File: config.mk
export PLATFORM = sky130hd
export DESIGN_NAME = wb_sysa_seq
export DESIGN_NICKNAME = d
export VERILOG_FILES = /design/src/rtl/wb_sysa_seq.sv
export SDC_FILE = /design/constraint.sdc
export NUM_CORES = 1
export LEC_CHECK = 0
export CAP_MARGIN = 5
export CORE_AREA = 2 2 239 241
export CTS_BUF_LIST = sky130_fd_sc_hd__clkbuf_4
export DETAILED_ROUTE_END_ITERATION = 10
export DIE_AREA = 0 0 241 243
export PLACE_DENSITY = 0.79
export RECOVER_POWER = 50
export SETUP_SLACK_MARGIN = 0.5
export SYNTH_ARGS = -nofsm -noshare
export SYNTH_HDL_FRONTEND = slang
export SYNTH_SLANG_ARGS = --single-unit
File: constraint.sdc
create_clock -name caravel_wb_clk_i -period 3.8 [get_ports caravel_wb_clk_i]
set_input_delay 0.76 -clock caravel_wb_clk_i [delete_from_list [all_inputs] [get_ports caravel_wb_clk_i]]
set_output_delay 0.76 -clock caravel_wb_clk_i [all_outputs]
set_load 0.05 [all_outputs]
File: src/rtl/wb_sysa_seq.sv
// ============================================================================
// wb_sysa_seq : Wishbone-mapped sequencer feeding an N x N systolic array
// Revision    : 1.0
// ============================================================================
`default_nettype none

module wb_sysa_seq #(
    parameter logic [31:0] BASE_ADDRESS = 32'h3000_0000,
    parameter int          N            = 3,
    parameter int          DW           = 8,
    parameter int          AW           = 16,
    parameter int          FIFO_DEPTH   = 8
) (
    input  logic                caravel_wb_clk_i,
    input  logic                caravel_wb_rst_n_i,
    input  logic                caravel_wb_stb_i,
    input  logic                caravel_wb_cyc_i,
    input  logic                caravel_wb_we_i,
    input  logic [3:0]          caravel_wb_sel_i,
    input  logic [31:0]         caravel_wb_adr_i,
    input  logic [31:0]         caravel_wb_dat_i,
    output logic                caravel_wb_ack_o,
    output logic [31:0]         caravel_wb_dat_o,
    output logic                sa_en_o,
    output logic [N*N*DW-1:0]   sa_w_o,
    output logic [N*DW-1:0]     sa_in_o,
    input  logic [N*AW-1:0]     sa_out_i,
    output logic                irq_o
);
    localparam int NW   = N * N * DW;
    localparam int NR   = N * N;
    localparam int WREQ = (NW + 31) / 32;
    localparam int IW   = $clog2(NW);
    localparam int KW   = (NR > 1) ? $clog2(NR) : 1;
    localparam int PW   = $clog2(FIFO_DEPTH);
    localparam int CW   = $clog2(2 * N);

    localparam logic [31:0]   C_WIN      = 32'(16 + 4 * NR);
    localparam logic [7:0]    C_WREQ     = 8'(WREQ);
    localparam logic [7:0]    C_DEPTH    = 8'(FIFO_DEPTH);
    localparam logic [7:0]    C_N        = 8'(N);
    localparam logic [CW-1:0] C_LAST_RUN = CW'(N - 1);
    localparam logic [CW-1:0] C_LAST     = CW'(2 * N - 1);

    typedef enum logic [2:0] {
        S_IDLE  = 3'd0,
        S_RUN   = 3'd1,
        S_DRAIN = 3'd2,
        S_DONE  = 3'd3
    } state_t;

    state_t            r_state;
    logic [CW-1:0]     r_c;
    logic              r_ack;
    logic [31:0]       r_dat;
    logic              r_sa_en;
    logic [N*DW-1:0]   r_sa_in;
    logic [NW-1:0]     r_wflat;
    logic [7:0]        r_wcnt;
    logic [7:0]        r_lvl;
    logic [PW-1:0]     r_wp;
    logic [PW-1:0]     r_rp;
    logic [N*DW-1:0]   r_fifo [FIFO_DEPTH];
    logic [AW-1:0]     r_res  [NR];
    logic              r_done;
    logic              r_ovf;
    logic              r_serr;
    logic              r_werr;
    logic              r_irq_en;

    logic [31:0] w_off;
    logic [29:0] w_widx;
    logic [29:0] w_k;
    logic [KW-1:0] w_kidx;
    logic        w_hit, w_acc, w_wr;
    logic        w_ctrl_wr, w_wt_wr, w_in_wr;
    logic        w_start, w_clr, w_busy, w_full, w_push, w_ok, w_go, w_pop;
    logic [31:0] w_rdata;
    logic        w_unused_sel;

    assign w_unused_sel = ^caravel_wb_sel_i;

    assign w_off  = caravel_wb_adr_i - BASE_ADDRESS;
    assign w_widx = w_off[31:2];
    assign w_hit  = caravel_wb_stb_i && caravel_wb_cyc_i &&
                    (caravel_wb_adr_i >= BASE_ADDRESS) && (w_off < C_WIN);
    // A held request is accepted only when no ack is in flight: one ack per two cycles.
    assign w_acc  = w_hit && !r_ack;
    assign w_wr   = w_acc && caravel_wb_we_i;

    assign w_ctrl_wr = w_wr && (w_widx == 30'd0);
    assign w_wt_wr   = w_wr && (w_widx == 30'd2);
    assign w_in_wr   = w_wr && (w_widx == 30'd3);
    assign w_start   = w_ctrl_wr && caravel_wb_dat_i[0];
    assign w_clr     = w_ctrl_wr && caravel_wb_dat_i[1];
    assign w_busy    = (r_state == S_RUN) || (r_state == S_DRAIN);
    assign w_full    = (r_lvl == C_DEPTH);
    assign w_push    = w_in_wr && !w_full && !w_clr;
    assign w_ok      = (r_wcnt == C_WREQ) && (r_lvl >= C_N);
    assign w_go      = w_start && !w_clr && !w_busy && w_ok;
    // The first row is popped on the start edge so sa_in_o is valid during c=0.
    assign w_pop     = w_go || ((r_state == S_RUN) && (r_c != C_LAST_RUN));

    assign w_k    = w_widx - 30'd4;
    assign w_kidx = w_k[KW-1:0];

    always_comb begin
        w_rdata = '0;
        if (w_widx == 30'd1) begin
            w_rdata = {8'h00, r_wcnt, r_lvl, 1'b0, r_werr, r_serr, r_ovf, r_done, r_state};
        end else if ((w_widx >= 30'd4) && (w_k < 30'(NR))) begin
            w_rdata = 32'(r_res[w_kidx]);
        end
    end

    always_ff @(posedge caravel_wb_clk_i) begin
        if (w_push) begin
            r_fifo[r_wp] <= caravel_wb_dat_i[N*DW-1:0];
        end
    end

    always_ff @(posedge caravel_wb_clk_i or negedge caravel_wb_rst_n_i) begin
        if (!caravel_wb_rst_n_i) begin
            r_state  <= S_IDLE;
            r_c      <= '0;
            r_ack    <= 1'b0;
            r_dat    <= '0;
            r_sa_en  <= 1'b0;
            r_sa_in  <= '0;
            r_wflat  <= '0;
            r_wcnt   <= '0;
            r_lvl    <= '0;
            r_wp     <= '0;
            r_rp     <= '0;
            r_done   <= 1'b0;
            r_ovf    <= 1'b0;
            r_serr   <= 1'b0;
            r_werr   <= 1'b0;
            r_irq_en <= 1'b0;
            for (int i = 0; i < NR; i++) r_res[i] <= '0;
        end else begin
            r_ack <= w_acc;
            r_dat <= (w_acc && !caravel_wb_we_i) ? w_rdata : '0;

            if (w_wt_wr) begin
                if (w_busy || (r_wcnt == C_WREQ)) begin
                    r_werr <= 1'b1;
                end else begin
                    for (int b = 0; b < 32; b++) begin
                        if (int'(r_wcnt) * 32 + b < NW)
                            r_wflat[IW'(int'(r_wcnt) * 32 + b)] <= caravel_wb_dat_i[b];
                    end
                    r_wcnt <= r_wcnt + 8'd1;
                end
            end

            if (w_in_wr && w_full) r_ovf <= 1'b1;
            if (w_push) r_wp <= r_wp + PW'(1);
            if (w_pop)  r_rp <= r_rp + PW'(1);
            r_lvl <= r_lvl + 8'(w_push) - 8'(w_pop);
            if (w_ctrl_wr) r_irq_en <= caravel_wb_dat_i[2];

            // Lane j carries the partial sum for output column k at cycle c = j+1+k.
            if (w_busy) begin
                for (int j = 0; j < N; j++) begin
                    if ((int'(r_c) >= j + 1) && (int'(r_c) <= j + N))
                        r_res[KW'(j * N + int'(r_c) - j - 1)] <= sa_out_i[j*AW +: AW];
                end
            end

            case (r_state)
                S_IDLE, S_DONE: begin
                    if (w_start) begin
                        if (w_ok) begin
                            r_state <= S_RUN;
                            r_c     <= '0;
                            r_done  <= 1'b0;
                            r_sa_en <= 1'b1;
                            r_sa_in <= r_fifo[r_rp];
                        end else begin
                            r_serr <= 1'b1;
                        end
                    end
                end
                S_RUN: begin
                    r_c <= r_c + CW'(1);
                    if (r_c == C_LAST_RUN) begin
                        r_state <= S_DRAIN;
                        r_sa_in <= '0;
                    end else begin
                        r_sa_in <= r_fifo[r_rp];
                    end
                end
                S_DRAIN: begin
                    if (r_c == C_LAST) begin
                        r_state <= S_DONE;
                        r_done  <= 1'b1;
                        r_sa_en <= 1'b0;
                    end else begin
                        r_c <= r_c + CW'(1);
                    end
                end
                default: r_state <= S_IDLE;
            endcase

            if (w_clr) begin
                r_state <= S_IDLE;
                r_c     <= '0;
                r_sa_en <= 1'b0;
                r_sa_in <= '0;
                r_wcnt  <= '0;
                r_lvl   <= '0;
                r_wp    <= '0;
                r_rp    <= '0;
                r_done  <= 1'b0;
                r_ovf   <= 1'b0;
                r_serr  <= 1'b0;
                r_werr  <= 1'b0;
                for (int i = 0; i < NR; i++) r_res[i] <= '0;
            end
        end
    end

    assign caravel_wb_ack_o = r_ack;
    assign caravel_wb_dat_o = r_dat;
    assign sa_en_o          = r_sa_en;
    assign sa_in_o          = r_sa_in;
    assign sa_w_o           = r_wflat;
    assign irq_o            = r_done && r_irq_en;

endmodule

`default_nettype wire
==> results of run 1 <==
==> kinds of logic after synthesis <==
logic type / count (synthesis)
XOR/XNOR: 16
AO/OA/AOI/OAI: 649
flip-flops: 490
adder cells (fa/ha/maj): 41
AND/OR/NAND/NOR: 387
multiplexers: 307
other: 1
buffers and inverters: 244
==> power groups by stage <==
stage	combinational, W	sequential [W]	clock [W]
CTS	0.000506	0.00550	0.00482
global placement	0.000488	0.00561	0
finish	0.000503	0.00550	0.00470
detailed placement	0.000499	0.00561	0
global route	0.000541	0.00550	0.00512
floorplan	0.000167	0.00561	0
==> Yosys cell counts, types with 5 or more instances <==
cell / n
o41ai_2: 10
mux2_4: 40
and4_1: 5
and2_1: 32
nand4_1: 5
mux4_2: 80
nor4_1: 15
nor2_1: 171
a211oi_1: 110
xnor2_1: 7
nor3_1: 37
dfrtp_1: 298
edfxtp_1: 192
o41ai_1: 7
nand2b_1: 6
buf_1: 11
nand3_1: 21
a21oi_1: 279
a221oi_1: 16
inv_1: 35
o21ai_0: 164
buf_4: 10
clkbuf_1: 165
o2bb2ai_1: 24
mux2_2: 33
buf_2: 9
and3_1: 9
clkbuf_2: 9
mux2i_1: 154
nand2_1: 50
or3_1: 5
ha_1: 40
xor2_1: 9
==> through the flow <==
stage	hold slack, ns	TNS [ns]
after global placement	0.469	-86.61
after global routing	0.303	0
after floorplan	0.444	-8.21
after detailed placement	0.471	-117.25
final	0.345	0
after CTS	0.242	0
==> layer usage <==
metal	share of wire	vias up	wire, um
met5	0.00021	-	16
li1	-	8762	-
met3	0.096	235	7170
met1	0.37	9813	27800
met4	0.039	2	2910
met2	0.49	1129	37000
==> repair_timing <==
| item | 4_1_cts | 5_1_grt |
|---|---|---|
| gates resized for setup | 20 | 14 |
| gates cloned | 0 | 0 |
| hold endpoints to repair | 83 | 0 |
| setup buffers | 4 | 2 |
| hold buffers | 1 | 0 |
| setup endpoints to repair | 8 | 45 |
| pin swaps | 16 | 14 |
==> final cells by class <==
cell class	count	area (sq um)
multi-input combinational	1408	11100
clock inverter	42	235
clock buffer	191	1430
sequential	490	13200
antenna	6	15.0
fill	4645	25100
tap	756	946
inverter	36	150
timing repair buffer	385	3740
==> worst register-to-register path, delay by kind of cell (launching register included) <==
kind            cells  cell delay (ns)
buf+inv             3             1.47
flops               1             0.40
simple gates        4             0.80
compound gates      2             0.55
==> final timing paths <==
| check | from | endpoint | slack, ns | cells after the start |
|---|---|---|---|---|
| max in group asynchronous | caravel_wb_rst_n_i | r_res[131] | 0.74 | 3 |
| worst max-delay path | caravel_wb_adr_i[22] | r_fifo[2][13] | 0.23 | 10 |
| min in group asynchronous | caravel_wb_rst_n_i | sa_w_o[48] | 1.07 | 2 |
| worst min register to register | r_res[4] | r_res[4] | 0.49 | 1 |
| worst min-delay path | caravel_wb_adr_i[2] | r_werr | 0.35 | 5 |
| worst max register to register | caravel_wb_ack_o | r_res[19] | 0.36 | 9 |
==> flip-flops by register name, summed over array words and instances, names as in the netlist <==
name,flops
r_rp,3
r_wcnt,8
r_ovf,1
sa_w_o,72
r_res,144
sa_en_o,1
r_serr,1
r_wp,3
r_c,3
caravel_wb_ack_o,1
r_done,1
r_state,2
r_werr,1
caravel_wb_dat_o,24
r_irq_en,1
r_fifo,192
r_lvl,8
sa_in_o,24
==> metrics.csv, run 1 <==
stage,metric,value,unit
final_layout,post-route insts no fill,3314,
logic_synthesis,post-synthesis compound-gate area fraction,0.157,
sta,Slew @ Worst Pin,2.42,ns
sta,Max Fclk,280,MHz
clock_network,"CTS clk-pin slew, worst paths",0.06,ns
logic_synthesis,post-synthesis simple-gate area fraction,0.0757,
floorplan,I/O pin total,252,
floorplan,die width,241,um
final_layout,area grow syn2layout,23.4,%
run,max_cap viols,1,
logic_synthesis,area fraction of the dominant cell type after synthesis,0.298,
min_path,Worst Hold Class,in2reg,
logic_synthesis,largest family of logic cells by synthesized area,multiplexers,
power,static leakage power,12.4,nW
sta,period utilization,0.939,
outcome,failing checks,"max-capacitance violations, max-slew violations",
power,Flop pwr share,0.514,
power,Comb pwr share,0.047,
grt,most used routing layer,met2,
sta,Final min period,3.57,ns
critical_path,"Slowest-stage cell, CP",dlymetal6s2s_1,
grt,GR Util met2,0.427,
outcome,status,"complete, but fails checks",
clock_network,H-Tree Level Count,4,
detailed_routing,routed vias,19900,
floorplan,Starting Density,0.447,
clock_network,CTS sink cnt,490,
final_layout,final design utilization,0.552,
placed_design,Placer Congestion,0.864,
grt,number of global-route vias before repair,20500,
placed_design,dpl cell area,29100,sq um
grt,global-route wire length before repair,116000,um
sta,fin. max-slew vios,86,
grt,Global Route Usage Sum,0.259,
logic_synthesis,cell count after synthesis,2135,
power,sw frac,0.245,
detailed_routing,Pre-antenna DRT Iters,6,
clock_network,CTS tree,yes,
logic_synthesis,post-synthesis mux area share,0.172,
floorplan,Core Rows,87,
logic_synthesis,"FF+latch count, synth",490,
sta,final hold vios,0,
logic_synthesis,Mean Syn Cell Area,11.7,sq um
grt,initial antenna violation count,4,
final_layout,fraction of layout cells with a size suffix above 1,0.226,
power,Net Switching,0.00262,W
placed_design,I/O Buffers,237,
sta,setup ws final,0.233,ns
sta,Final setup violation count,0,
clock_network,root buf cell,clkbuf_4,
grt,pin count of the biggest net entering global routing,232,
final_layout,Final Instance Area,30900,sq um
floorplan,Die Area,58600,sq um
detailed_routing,Residual DRC,0,
power,internal power,0.00809,W
grt,GRT overflow,0,
logic_synthesis,Adder-Cell Fraction of Synth Area,0.0208,
logic_synthesis,Main synth FF type,dfrtp_1,
final_layout,Nets,2617,
floorplan,CORE AREA,56000,sq um
sta,RSZ-0062 raised after global routing,true,
logic_synthesis,Yosys warnings,0,
floorplan,die span in y,243,um
logic_synthesis,synth top area cells,"dfrtp_1 (30%), edfxtp_1 (23%), mux4_2 (7.2%), mux2i_1 (6.2%), a21oi_1 (5.6%)",
detailed_routing,DR WL/cell,22.6,um
logic_synthesis,post-synthesis cell type count,73,
critical_path,Worst Setup Path Type,in2reg,
detailed_routing,Routed WL,74900,um
logic_synthesis,Post-synth EDFFs,192,
critical_path,delay of the slowest cell on the worst path,0.73,ns
sta,Rel. slew slack,-0.616,
critical_path,crit-path max FO,16,
detailed_routing,Final ANT Viol Nets,0,
logic_synthesis,sequential share of the synthesized area,0.528,
clock_network,clock latency on the worst-skew pair,0.97,ns
placed_design,placed cell count,3068,
sta,Clock Skews,0.0538,ns
clock_network,total CTS buffers,134,
placed_design,DP Worst Slack,-0.924,ns
logic_synthesis,share of flip-flops with an asynchronous set or reset,0.608,
power,total power,0.0107,W
power,VDD IR max,0.253,mV
critical_path,WP data arrival,4.14,ns
placed_design,hpwl dp,48300,um
clock_network,buffer depth of the longest clock path,3,
grt,met3 global-route usage,0.0701,
logic_synthesis,post-synth top area cell,dfrtp_1,
critical_path,WP buf/inv,4,
critical_path,CP Capture Type,flop,
detailed_routing,Vias/cell,6.02,
grt,met1 usage,0.313,
power,clock power share,0.439,
critical_path,"delay-heaviest family, CP",simple AND/OR/NAND/NOR gates,
final_layout,most frequent cells in the layout,"dfrtp_1 (296), a21oi_1 (276), clkdlybuf4s50_1 (202)",
power,Power Density,347,nW/um^2
critical_path,required time worst endpoint,4.38,ns
detailed_routing,starting DRC count in detailed routing,1736,
logic_synthesis,Post-Syn Area,25000,sq um
critical_path,Setup crit start kind,input port,
logic_synthesis,post-synthesis xor/xnor area fraction,0.00560,
critical_path,critical-path cell list,"clkdlybuf4s50_1, or3_1, nor4_4, o2111ai_1, or4_4, buf_4, nand2b_2, buf_12, nor2_4, dlymetal6s2s_1",
final_layout,"most common cell after layout, fill and taps aside",dfrtp_1,
(Power assumes the default switching activity.)
==> inputs of run 2 (changes only) <==
--- a/config.mk
+++ b/config.mk
@@ -6,11 +6,11 @@
 export NUM_CORES = 1
 export LEC_CHECK = 0
 export CAP_MARGIN = 5
-export CORE_AREA = 2 2 239 241
+export CORE_AREA = 2 2 254 256
 export CTS_BUF_LIST = sky130_fd_sc_hd__clkbuf_4
 export DETAILED_ROUTE_END_ITERATION = 10
-export DIE_AREA = 0 0 241 243
-export PLACE_DENSITY = 0.79
+export DIE_AREA = 0 0 256 258
+export PLACE_DENSITY = 0.6
 export RECOVER_POWER = 50
 export SETUP_SLACK_MARGIN = 0.5
 export SYNTH_ARGS = -nofsm -noshare
==> metrics.csv, run 2 (same netlist as run 1, synthesis figures left out) <==
stage,metric,value,unit,change
outcome,failing checks,"max-capacitance violations, max-slew violations",,unchanged
placed_design,placed cell count,3156,,was 3068
grt,most used routing layer,met2,,unchanged
sta,Clock Skews,0.0404,ns,was 0.0538 ns
floorplan,Core Rows,93,,was 87
critical_path,required time worst endpoint,4.64,ns,was 4.38 ns
final_layout,fraction of layout cells with a size suffix above 1,0.237,,was 0.226
final_layout,post-route insts no fill,3429,,was 3314
critical_path,Worst Setup Path Type,reg2reg,,was in2reg
floorplan,Starting Density,0.393,,was 0.447
grt,initial antenna violation count,7,,was 4
placed_design,dpl cell area,29200,sq um,was 29100 sq um
detailed_routing,starting DRC count in detailed routing,1609,,was 1736
critical_path,Worst setup endpoint,r_lvl[7],,was r_fifo[2][13]
detailed_routing,Pre-antenna DRT Iters,6,,unchanged
sta,Final setup violation count,0,,unchanged
floorplan,die width,256,um,was 241 um
detailed_routing,Routed WL,76700,um,was 74900 um
placed_design,hpwl dp,48300,um,about the same
detailed_routing,DR WL/cell,22.4,um,was 22.6 um
outcome,status,"complete, but fails checks",,unchanged
grt,Global Route Usage Sum,0.231,,was 0.259
min_path,Worst Hold Class,in2reg,,unchanged
clock_network,buffer depth of the longest clock path,3,,unchanged
clock_network,"CTS clk-pin slew, worst paths",0.06,ns,about the same
floorplan,CORE AREA,63600,sq um,was 56000 sq um
grt,global-route wire length before repair,119000,um,was 116000 um
power,static leakage power,12.7,nW,was 12.4 nW
sta,Rel. slew slack,-0.816,,was -0.616
sta,fin. max-slew vios,109,,was 86
placed_design,I/O Buffers,237,,unchanged
grt,met1 usage,0.296,,was 0.313
power,total power,0.0111,W,was 0.0107 W
final_layout,most frequent cells in the layout,"dfrtp_1 (296), a21oi_1 (276), clkbuf_4 (211)",,"was dfrtp_1 (296), a21oi_1 (276), clkdlybuf4s50_1 (202)"
floorplan,I/O pin total,252,,unchanged
critical_path,WP data arrival,4.32,ns,was 4.14 ns
placed_design,Placer Congestion,0.864,,about the same
sta,Max Fclk,287,MHz,was 280 MHz
sta,Slew @ Worst Pin,2.72,ns,was 2.42 ns
final_layout,Final Instance Area,31400,sq um,was 30900 sq um
grt,GR Util met2,0.377,,was 0.427
critical_path,R2R cell count,15,,was 9
power,Power Density,353,nW/um^2,was 347 nW/um^2
critical_path,r2r setup slk,0.32,ns,was 0.36 ns
sta,period utilization,0.916,,was 0.939
clock_network,H-Tree Level Count,4,,unchanged
placed_design,DP Worst Slack,-0.922,ns,was -0.924 ns
grt,number of global-route vias before repair,20100,,was 20500
sta,final hold vios,0,,unchanged
floorplan,Die Area,66000,sq um,was 58600 sq um
sta,RSZ-0062 raised after global routing,true,,unchanged
critical_path,CP Launch Point,caravel_wb_ack_o,,was caravel_wb_adr_i[22]
sta,Final min period,3.48,ns,was 3.57 ns
clock_network,CTS sink cnt,490,,unchanged
final_layout,area grow syn2layout,25.3,%,was 23.4%
clock_network,root buf cell,clkbuf_4,,unchanged
run,max_cap viols,2,,was 1
power,VDD IR max,0.280,mV,was 0.253 mV
final_layout,Largest register FFs,192,,unchanged
detailed_routing,Vias/cell,5.70,,was 6.02
final_layout,"most common cell after layout, fill and taps aside",dfrtp_1,,unchanged
critical_path,CP Capture Type,flop,,unchanged
final_layout,Nets,2624,,was 2617
clock_network,clock latency on the worst-skew pair,1.00,ns,was 0.97 ns
critical_path,worst reg2reg startpoint,caravel_wb_ack_o,,unchanged
critical_path,Setup crit start kind,flop,,was input port
detailed_routing,routed vias,19600,,was 19900
sta,setup ws final,0.318,ns,was 0.233 ns
grt,pin count of the biggest net entering global routing,232,,unchanged
grt,met3 global-route usage,0.0527,,was 0.0701
clock_network,CTS tree,yes,,unchanged
floorplan,die span in y,258,um,was 243 um
clock_network,total CTS buffers,138,,was 134
detailed_routing,Residual DRC,0,,unchanged
critical_path,Reg-to-Reg End,r_lvl[7],,was r_res[19]
final_layout,"Most flops, register",r_fifo,,unchanged
critical_path,crit-path max FO,4,,was 16
detailed_routing,Final ANT Viol Nets,0,,unchanged
grt,GRT overflow,0,,unchanged
## run 2: cell types whose count changed in the layout (fill, tap and decap cells not counted), sizes merged, moves of 5 or more
cell / before / now
clkbuf: 207 / 226
clkinv: 34 / 22
clkdlybuf4s50: 202 / 194
buf: 132 / 137
dlymetal6s2s: 4 / 9
## run 2: worst min path at each step
stage	from	endpoint	cells after the start
2_1_floorplan	r_serr	caravel_wb_dat_o[5]	2
3_3_place_gp	r_res[4]	r_res[4]	1
3_5_place_dp	r_lvl[6]	caravel_wb_dat_o[14]	2
4_1_cts	caravel_wb_adr_i[3]	r_werr	5
5_1_grt	caravel_wb_adr_i[3]	r_werr	5
6_report	caravel_wb_adr_i[3]	r_werr	5
## run 2: power breakdown
part	leakage [nW]	total, W	internal, W	switching [W]
clock network	1.08	0.00506	0.00272	0.00233
logic	5.81	0.000525	0.000191	0.000334
registers	5.84	0.00550	0.00550	0.000000798
total	12.7	0.0111	0.00842	0.00267
## run 2: area by class of cell
type | instances | area, sq um
sequential | 490 | 13200
multi-input combinational | 1408 | 11300
tap | 855 | 1070
timing repair buffer | 388 | 3770
clock buffer | 208 | 1560
clock inverter | 34 | 263
antenna | 10 | 25.0
inverter | 36 | 153
fill | 5771 | 32300
## run 2: repair_timing
action,4_1_cts,5_1_grt
resized for setup,17,52
pin swaps,16,36
buffers inserted,11,8
endpoints found under the setup margin,4,53
hold buffers,1,0
gates cloned,0,1
hold endpoints to repair,91,0
## run 2: metal layers
metal | routed length [um] | vias to the layer above
li1 | - | 8788
met1 | 32000 | 9820
met2 | 37200 | 780
met3 | 5240 | 158
met4 | 2230 | 4
met5 | 23 | -
## run 2: metrics by stage
stage	setup TNS (ns)	hold slack, ns	utilization
floorplan	-8.21	0.444	-
global placement	-74.74	0.469	0.458
finish	0	0.351	0.493
CTS	0	0.266	0.489
global route	0	0.333	0.493
detailed placement	-97.23	0.468	0.458
## run 2: critical path, cell delays in order (launching register included)
cell	delay [ns]
dfrtp_1	0.40
nand4b_1	0.19
a211oi_1	0.28
clkbuf_4	0.20
o211ai_1	0.21
or4_4	0.51
ha_4	0.29
inv_4	0.03
ha_4	0.14
a21o_1	0.16
a21oi_2	0.14
nor2_1	0.07
o21a_1	0.21
o41ai_2	0.30
xnor2_1	0.15
nor2_1	0.06
